`src/rtl/bit_sync_filter_if.sv`:
```
// Signal bundle between a bit_sync_filter and its user: asynchronous bits and
// filter control in, filtered levels and edge pulses out.
interface bit_sync_filter_if #(
  parameter int BUS_WIDTH = 4
);
  logic [BUS_WIDTH-1:0] ASYNCH;
  logic                 FILT_EN;
  logic [BUS_WIDTH-1:0] SYNC;
  logic [BUS_WIDTH-1:0] RISE_PULSE;
  logic [BUS_WIDTH-1:0] FALL_PULSE;
  logic                 CHG_ANY;

  modport master (
    output ASYNCH, FILT_EN,
    input  SYNC, RISE_PULSE, FALL_PULSE, CHG_ANY
  );

  modport slave (
    input  ASYNCH, FILT_EN,
    output SYNC, RISE_PULSE, FALL_PULSE, CHG_ANY
  );
endinterface

```
`src/rtl/bit_sync_filter.sv`:
```
// Multi-channel synchronizer for quasi-static bits: a plain flop chain per channel
// followed by a stability-counter glitch filter and registered edge pulses.
module bit_sync_filter #(
  parameter int BUS_WIDTH  = 4,
  parameter int NUM_STAGES = 2,
  parameter int FILT_CNT   = 3
) (
  input logic             Sync_clk,
  input logic             Reg_reset,
  bit_sync_filter_if.slave bus
);
  localparam int CNT_W = $clog2(FILT_CNT + 1);
  localparam logic [CNT_W-1:0] CNT_LAST = CNT_W'(FILT_CNT - 1);

  logic [BUS_WIDTH-1:0] stage_reg [NUM_STAGES];
  logic [BUS_WIDTH-1:0] raw;
  logic [BUS_WIDTH-1:0] sync_reg;
  logic [BUS_WIDTH-1:0] rise_reg;
  logic [BUS_WIDTH-1:0] fall_reg;
  logic                 chg_reg;
  wire  [BUS_WIDTH-1:0] sync_next;
  logic [BUS_WIDTH-1:0] rise_next;
  logic [BUS_WIDTH-1:0] fall_next;

  always_ff @(posedge Sync_clk or negedge Reg_reset) begin
    if (!Reg_reset) begin
      for (int i = 0; i < NUM_STAGES; i++) begin
        stage_reg[i] <= '0;
      end
    end else begin
      stage_reg[0] <= bus.ASYNCH;
      for (int i = 1; i < NUM_STAGES; i++) begin
        stage_reg[i] <= stage_reg[i-1];
      end
    end
  end

  assign raw = stage_reg[NUM_STAGES-1];

  generate
    for (genvar gi = 0; gi < BUS_WIDTH; gi++) begin : g_chan
      logic [CNT_W-1:0] cnt_reg;
      logic [CNT_W-1:0] cnt_next;
      logic             differs;
      logic             expire;

      // Bypass forces an immediate update; the counter then never leaves zero.
      assign differs  = raw[gi] ^ sync_reg[gi];
      assign expire   = !bus.FILT_EN || (cnt_reg == CNT_LAST);
      assign sync_next[gi] = (differs && expire) ? raw[gi] : sync_reg[gi];
      assign cnt_next = (differs && !expire) ? cnt_reg + CNT_W'(1) : '0;

      always_ff @(posedge Sync_clk or negedge Reg_reset) begin
        if (!Reg_reset) begin
          cnt_reg <= '0;
        end else begin
          cnt_reg <= cnt_next;
        end
      end
    end
  endgenerate

  assign rise_next = sync_next & ~sync_reg;
  assign fall_next = ~sync_next & sync_reg;

  always_ff @(posedge Sync_clk or negedge Reg_reset) begin
    if (!Reg_reset) begin
      sync_reg <= '0;
      rise_reg <= '0;
      fall_reg <= '0;
      chg_reg  <= 1'b0;
    end else begin
      sync_reg <= sync_next;
      rise_reg <= rise_next;
      fall_reg <= fall_next;
      chg_reg  <= |(rise_next | fall_next);
    end
  end

  assign bus.SYNC       = sync_reg;
  assign bus.RISE_PULSE = rise_reg;
  assign bus.FALL_PULSE = fall_reg;
  assign bus.CHG_ANY    = chg_reg;
endmodule

```
`src/flat_wrapper.sv`:
```
// flat-port wrapper written by rule: the top's interface ports become plain ports
module bit_sync_filter_flat 
#(
  parameter int BUS_WIDTH  = 4,
  parameter int NUM_STAGES = 2,
  parameter int FILT_CNT   = 3
)
  (Sync_clk, Reg_reset, bus_ASYNCH, bus_FILT_EN, bus_SYNC, bus_RISE_PULSE, bus_FALL_PULSE, bus_CHG_ANY);
  bit_sync_filter_if #(.BUS_WIDTH(BUS_WIDTH)) bus_i ();
  input logic Sync_clk;
  input logic Reg_reset;
  input wire logic [$bits(bus_i.ASYNCH)-1:0] bus_ASYNCH;
  input wire logic [$bits(bus_i.FILT_EN)-1:0] bus_FILT_EN;
  output wire logic [$bits(bus_i.SYNC)-1:0] bus_SYNC;
  output wire logic [$bits(bus_i.RISE_PULSE)-1:0] bus_RISE_PULSE;
  output wire logic [$bits(bus_i.FALL_PULSE)-1:0] bus_FALL_PULSE;
  output wire logic [$bits(bus_i.CHG_ANY)-1:0] bus_CHG_ANY;
  assign bus_i.ASYNCH = bus_ASYNCH;
  assign bus_i.FILT_EN = bus_FILT_EN;
  assign bus_SYNC = bus_i.SYNC;
  assign bus_RISE_PULSE = bus_i.RISE_PULSE;
  assign bus_FALL_PULSE = bus_i.FALL_PULSE;
  assign bus_CHG_ANY = bus_i.CHG_ANY;
  bit_sync_filter #(.BUS_WIDTH(BUS_WIDTH), .NUM_STAGES(NUM_STAGES), .FILT_CNT(FILT_CNT)) u_core (.Sync_clk(Sync_clk), .Reg_reset(Reg_reset), .bus(bus_i));
endmodule
```
`config.mk`:
```
export PLATFORM = sky130hd
export DESIGN_NAME = bit_sync_filter_flat
export DESIGN_NICKNAME = d
export VERILOG_FILES = /design/src/rtl/bit_sync_filter_if.sv /design/src/rtl/bit_sync_filter.sv /design/src/flat_wrapper.sv
export SDC_FILE = /design/constraint.sdc
export NUM_CORES = 1
export LEC_CHECK = 0
export CORE_MARGIN = 10
export CORE_UTILIZATION = 50
export CTS_CLUSTER_SIZE = 12
export DETAILED_ROUTE_END_ITERATION = 12
export GPL_ROUTABILITY_DRIVEN = 0
export PLACE_DENSITY = 0.87
export SYNTH_ARGS = -nofsm -noshare
export SYNTH_HDL_FRONTEND = slang
export SYNTH_SLANG_ARGS = --single-unit
export TNS_END_PERCENT = 5
```
`constraint.sdc`:
```
create_clock -name Sync_clk -period 1.9 [get_ports Sync_clk]
set_input_delay 0.285 -clock Sync_clk [delete_from_list [all_inputs] [get_ports Sync_clk]]
set_output_delay 0.285 -clock Sync_clk [all_outputs]
set_load 0.005 [all_outputs]
```
======== Word-level counts from Yosys, hierarchy flattened ========
Cells that the tools add are included.
storage, ports and cells
  register bits after elaboration ......... 29
  output and inout bits ................... 13
operators by class
  equality and inequality tests ........... 4
  bitwise gates (word level) .............. 9
  add/sub/neg operators ................... 4
  multiplexer cells ....................... 8
  reductions and logical operators ........ 18
operator list
  kind                                         count
  adder 2 x 1 -> 2 bit, second input constant  4
  bitwise AND 4 bit                            2
  == test 2 bit, second input constant         4
  logical AND 1 bit                            8
  two-way mux 2 bit                            4
  NOT 4 bit                                    2
  zero test 1 bit                              5
  logical OR 1 bit                             4
  two-way mux 1 bit                            4
  bitwise OR 4 bit                             1
  OR reduction 4 bit                           1
  XOR 1 bit                                    4

======== Depth between registers and ports, before layout ========
Gate-level depths: netlist of run 1.
  word-level depth ........................ 8
  depth in mapped cells ................... 6

======== Worst setup path after synthesis of run 1 ========
OpenSTA, ideal clock, no wires.
  path type ............................... reg2reg
  start ................................... reg u_core.g_chan[3].cnt_reg[0]
  end ..................................... reg u_core.chg_reg, in the netlist u_core.bus.CHG_ANY
  cell stages (with the launch flop) ...... 7
  period minus slack after synthesis ...... 1.499 ns
  data required time ...................... 1.770 ns
  library setup time ...................... 0.130 ns
  path slack .............................. 0.401 ns
  data arrival time ....................... 1.370 ns
  cells stage by stage .................... dfrtp_1 -> inv_1 -> ha_1 -> nand2b_2 -> mux2_4 -> ha_1 -> nand4_1
between the ends
  cells in the longest elaborated chain, start to end .. 8
  elaborated cells between the ends (all ways) .. 9
ends and longest elaborated chain
  element                  RTL line               text
  start, declared          bit_sync_filter.sv:42  logic [CNT_W-1:0] cnt_reg;
  start signal, assigned   bit_sync_filter.sv:57  cnt_reg <= cnt_next;
  == test 2 bit (*)        bit_sync_filter.sv:49  assign expire = !bus.FILT_EN || (cnt_reg == CNT_LAST);
  logical OR 1 bit (*)     bit_sync_filter.sv:49
  logical AND 1 bit (*)    bit_sync_filter.sv:50  assign sync_next[gi] = (differs && expire) ? raw[gi] : sync_reg[gi];
  two-way mux 1 bit (*)    bit_sync_filter.sv:50
  via u_core.sync_next[3]  bit_sync_filter.sv:21  wire [BUS_WIDTH-1:0] sync_next;
  NOT 4 bit                bit_sync_filter.sv:64  assign fall_next = ~sync_next & sync_reg;
  bitwise AND 4 bit        bit_sync_filter.sv:64
  bitwise OR 4 bit (*)     bit_sync_filter.sv:76  chg_reg <= |(rise_next | fall_next);
  OR reduction 4 bit (*)   bit_sync_filter.sv:76
  end signal, assigned     bit_sync_filter.sv:76
  end, declared            bit_sync_filter.sv:20  logic chg_reg;
Mark *: on every way through the listed nets, which the timed path passes. The rest lies on a longest branch.

======== Final worst setup path of run 1 ========
  start ................................... reg u_core.sync_reg[0], in the netlist u_core.bus.SYNC[0]
  end ..................................... out bus_SYNC[0]
RTL lines
  element                 RTL line               text
  start, declared         bit_sync_filter.sv:17  logic [BUS_WIDTH-1:0] sync_reg;
  start signal, assigned  bit_sync_filter.sv:73  sync_reg <= sync_next;
  end, declared           flat_wrapper.sv:14     output wire logic [$bits(bus_i.SYNC)-1:0] bus_SYNC;
No word-level cell between the ends.

==> flow_metrics.py, run 1 <==
metrics = {
    "run_status": {
        "status": "finished clean",
    },
    "final_layout": {
        "fillers": 167,
        "final_area_um2": 1470,
        "drive_gt1_frac": 0.183,
        "largest_register_ffs": 8,
        "syn2layout_area_growth_pct": 27.6,
        "nets": 122,
        "final_cell_mix": "dfrtp_1 (29), clkdlybuf4s50_1 (19), ha_1 (12)",
        "layout_commonest_cell": "dfrtp_1",
        "diodes": 0,
    },
    "worst_setup_path": {
        "cp_top_family": "buffers and inverters",
        "max_stage_delay_ns": 0.56,
        "critical_path_required_ns": 1.62,
        "startpoint_type": "flip-flop",
        "crit_chain": "clkdlybuf4s50_1",
        "cp_max_fo": 6,
        "criticalPathCategory": "flip-flop to output pin",
        "critPathCaptureType": "output pin",
        "worstPathArrival_ns": 1.36,
        "worstPathBufferInverterCount": 1,
        "critPathSlowestCell": "clkdlybuf4s50_1",
    },
    "clocking": {
        "cts_tree": "built",
        "cts_buffers": 5,
        "cts_hold_buf": 0,
        "ctsResizeCount": 0,
        "clk_latency_ns": 0.32,
        "clock_sinks": 29,
        "postCtsSetupBuffers": 0,
        "root_buffer": "clkbuf_4",
        "clk_pin_slew_worst_paths_ns": 0.09,
        "clockBufferDepth": 2,
        "htree_num_levels": 2,
    },
    "placement": {
        "hpwl_um": 1300,
        "place_area_um2": 1400,
        "port_buffers": 19,
    },
    "timing": {
        "maxSlewViolCount": 0,
        "slew_headroom": 0.769,
        "setup_viol": 0,
        "period_share": 0.866,
        "final.min_clock_period_ns": 1.65,
        "fin_setup_tns_ns": 0,
        "worst_pin_slew_ns": 0.347,
        "hold_viol": 0,
        "rsz0062_at_grt": "no",
        "fin_skew_ns": 0.00601,
        "max_freq_mhz": 608,
    },
    "run": {
        "cap_violations": 0,
    },
    "routing": {
        "drt-wirelength-per-cell_um": 13.4,
        "dr_total_vias": 636,
        "viasPerCell": 4.82,
        "drc_errors": 0,
        "drtIter0Drc": 10,
        "first_pass_iters": 3,
        "wl_um": 1770,
        "ant_nets": 0,
    },
    "global_route": {
        "gr-total-overflow": 0,
        "grt_pass1_vias": 711,
        "grt_pass1_wl_um": 3020,
        "grt_antenna_before_repair": 0,
        "grt_max_degree": 30,
        "grtUsageTotal": 0.0907,
    },
    "logic_synthesis": {
        "ys_ff_latch": 29,
        "seq_area_frac_synth": 0.630,
        "syn_inst": 74,
        "avgSynthCellArea_um2": 15.6,
        "synth_top_area_frac": 0.630,
        "ys_types": 11,
        "synth_area_leaders": "dfrtp_1 (63%), ha_1 (13%), mux2_4 (5.2%), nor3b_1 (3.9%), nor2b_4 (3.6%)",
        "synth_fp_nets": 93,
        "netlist_area_um2": 1150,
        "yosys.area.top_type": "dfrtp_1",
        "yosys_warnings": 0,
    },
    "power_and_ir_drop": {
        "leakagePower_nw": 0.713,
        "power.density_nw_per_um2": 935,
        "peakVddDrop_mv": 0.645,
    },
    "floorplanning": {
        "ioPinCount": 20,
        "start_util": 0.521,
        "coreArea_um2": 2210,
        "die_x_um": 68.0,
        "rows": 17,
        "dieArea_um2": 4620,
        "die-height_um": 68.0,
    },
    "min_path": {
        "worstHoldPathType": "primary input to async pin",
    },
}
cells in the mapped netlist, drive strengths merged:
cell type and instances:
mux2i 4, nand2b 1, nor3b 6, inv 8
nor3 2, nor2b 3, xnor2 4, dfrtp 29
ha 12, nand4 1, mux2 4
metrics by stage:
| step | hold WS, ns | utilization | power, mW | setup WS, ns | std cells |
|---|---|---|---|---|---|
| 2_1_floorplan | -0.0106 | - | 0.841 | 0.401 | 74 |
| 3_5_place_dp | 0.338 | 0.633 | 0.978 | 0.0259 | 124 |
| 5_1_grt | 0.364 | 0.665 | 1.46 | 0.188 | 132 |
| 3_3_place_gp | 0.332 | 0.633 | 0.964 | 0.0473 | 124 |
| 6_report | 0.343 | 0.665 | 1.38 | 0.255 | 132 |
| 4_1_cts | 0.348 | 0.665 | 1.40 | 0.222 | 132 |
final timing paths:
check	from	end	slack (ns)	cells past startpoint
min in group Sync_clk	u_core.stage_reg[7]$_DFF_PN0_	u_core.raw[3]$_DFF_PN0_	0.35	0
max in group asynchronous	Reg_reset	u_core.stage_reg[7]$_DFF_PN0_	1.29	2
worst min-delay path	Reg_reset	u_core.bus.RISE_PULSE[2]$_DFF_PN0_	0.34	2
worst max-delay path	u_core.bus.SYNC[0]$_DFF_PN0_	bus_SYNC[0]	0.25	1
worst max register to register	u_core.g_chan[3].cnt_reg[0]$_DFF_PN0_	u_core.bus.CHG_ANY$_DFF_PN0_	0.28	6
worst min register to register	u_core.stage_reg[7]$_DFF_PN0_	u_core.raw[3]$_DFF_PN0_	0.35	0
cell families after synthesis:
logic type,synth area share
buffers and inverters,0.0261
multiplexers,0.0869
AND/OR/NAND/NOR,0.0966
flip-flops,0.630
XOR/XNOR,0.0304
adder cells (fa/ha/maj),0.130
routing by layer:
layer | global-route usage | vias to the layer above | part of all wire
met5 | 0 | - | 0
met4 | 0.0754 | 0 | 0.0096
met3 | 0.0408 | 2 | 0.10
met2 | 0.151 | 18 | 0.51
met1 | 0.0836 | 313 | 0.37
li1 | - | 303 | -
cell type report:
type                    instances  area (µm²)  share of cell area
clock buffers                   7        65.1              0.0443
clock inverters                 1        5.00             0.00340
inverters                       8        30.0              0.0204
multi-input cells              37         397               0.270
flip-flops and latches         29         726               0.494
well taps                      28        35.0              0.0238
repair buffers                 22         213               0.145
power by group:
group          total [mW]  internal [mW]  switching (mW)
Sequential          0.718          0.678          0.0397
Combinational       0.243          0.148          0.0950
Clock               0.414          0.214           0.200
Total                1.38           1.04           0.335
(Power assumes the default switching activity.)
==> run 2, diff against run 1 <==
--- a/config.mk
+++ b/config.mk
@@ -9,8 +9,8 @@
 export CORE_UTILIZATION = 50
 export CTS_CLUSTER_SIZE = 12
 export DETAILED_ROUTE_END_ITERATION = 12
-export GPL_ROUTABILITY_DRIVEN = 0
 export PLACE_DENSITY = 0.87
+export SKIP_CTS_REPAIR_TIMING = 1
 export SYNTH_ARGS = -nofsm -noshare
 export SYNTH_HDL_FRONTEND = slang
 export SYNTH_SLANG_ARGS = --single-unit
==> results of run 2 <==
Same layout as run 1: the final DEF is identical, and so are final timing and power.
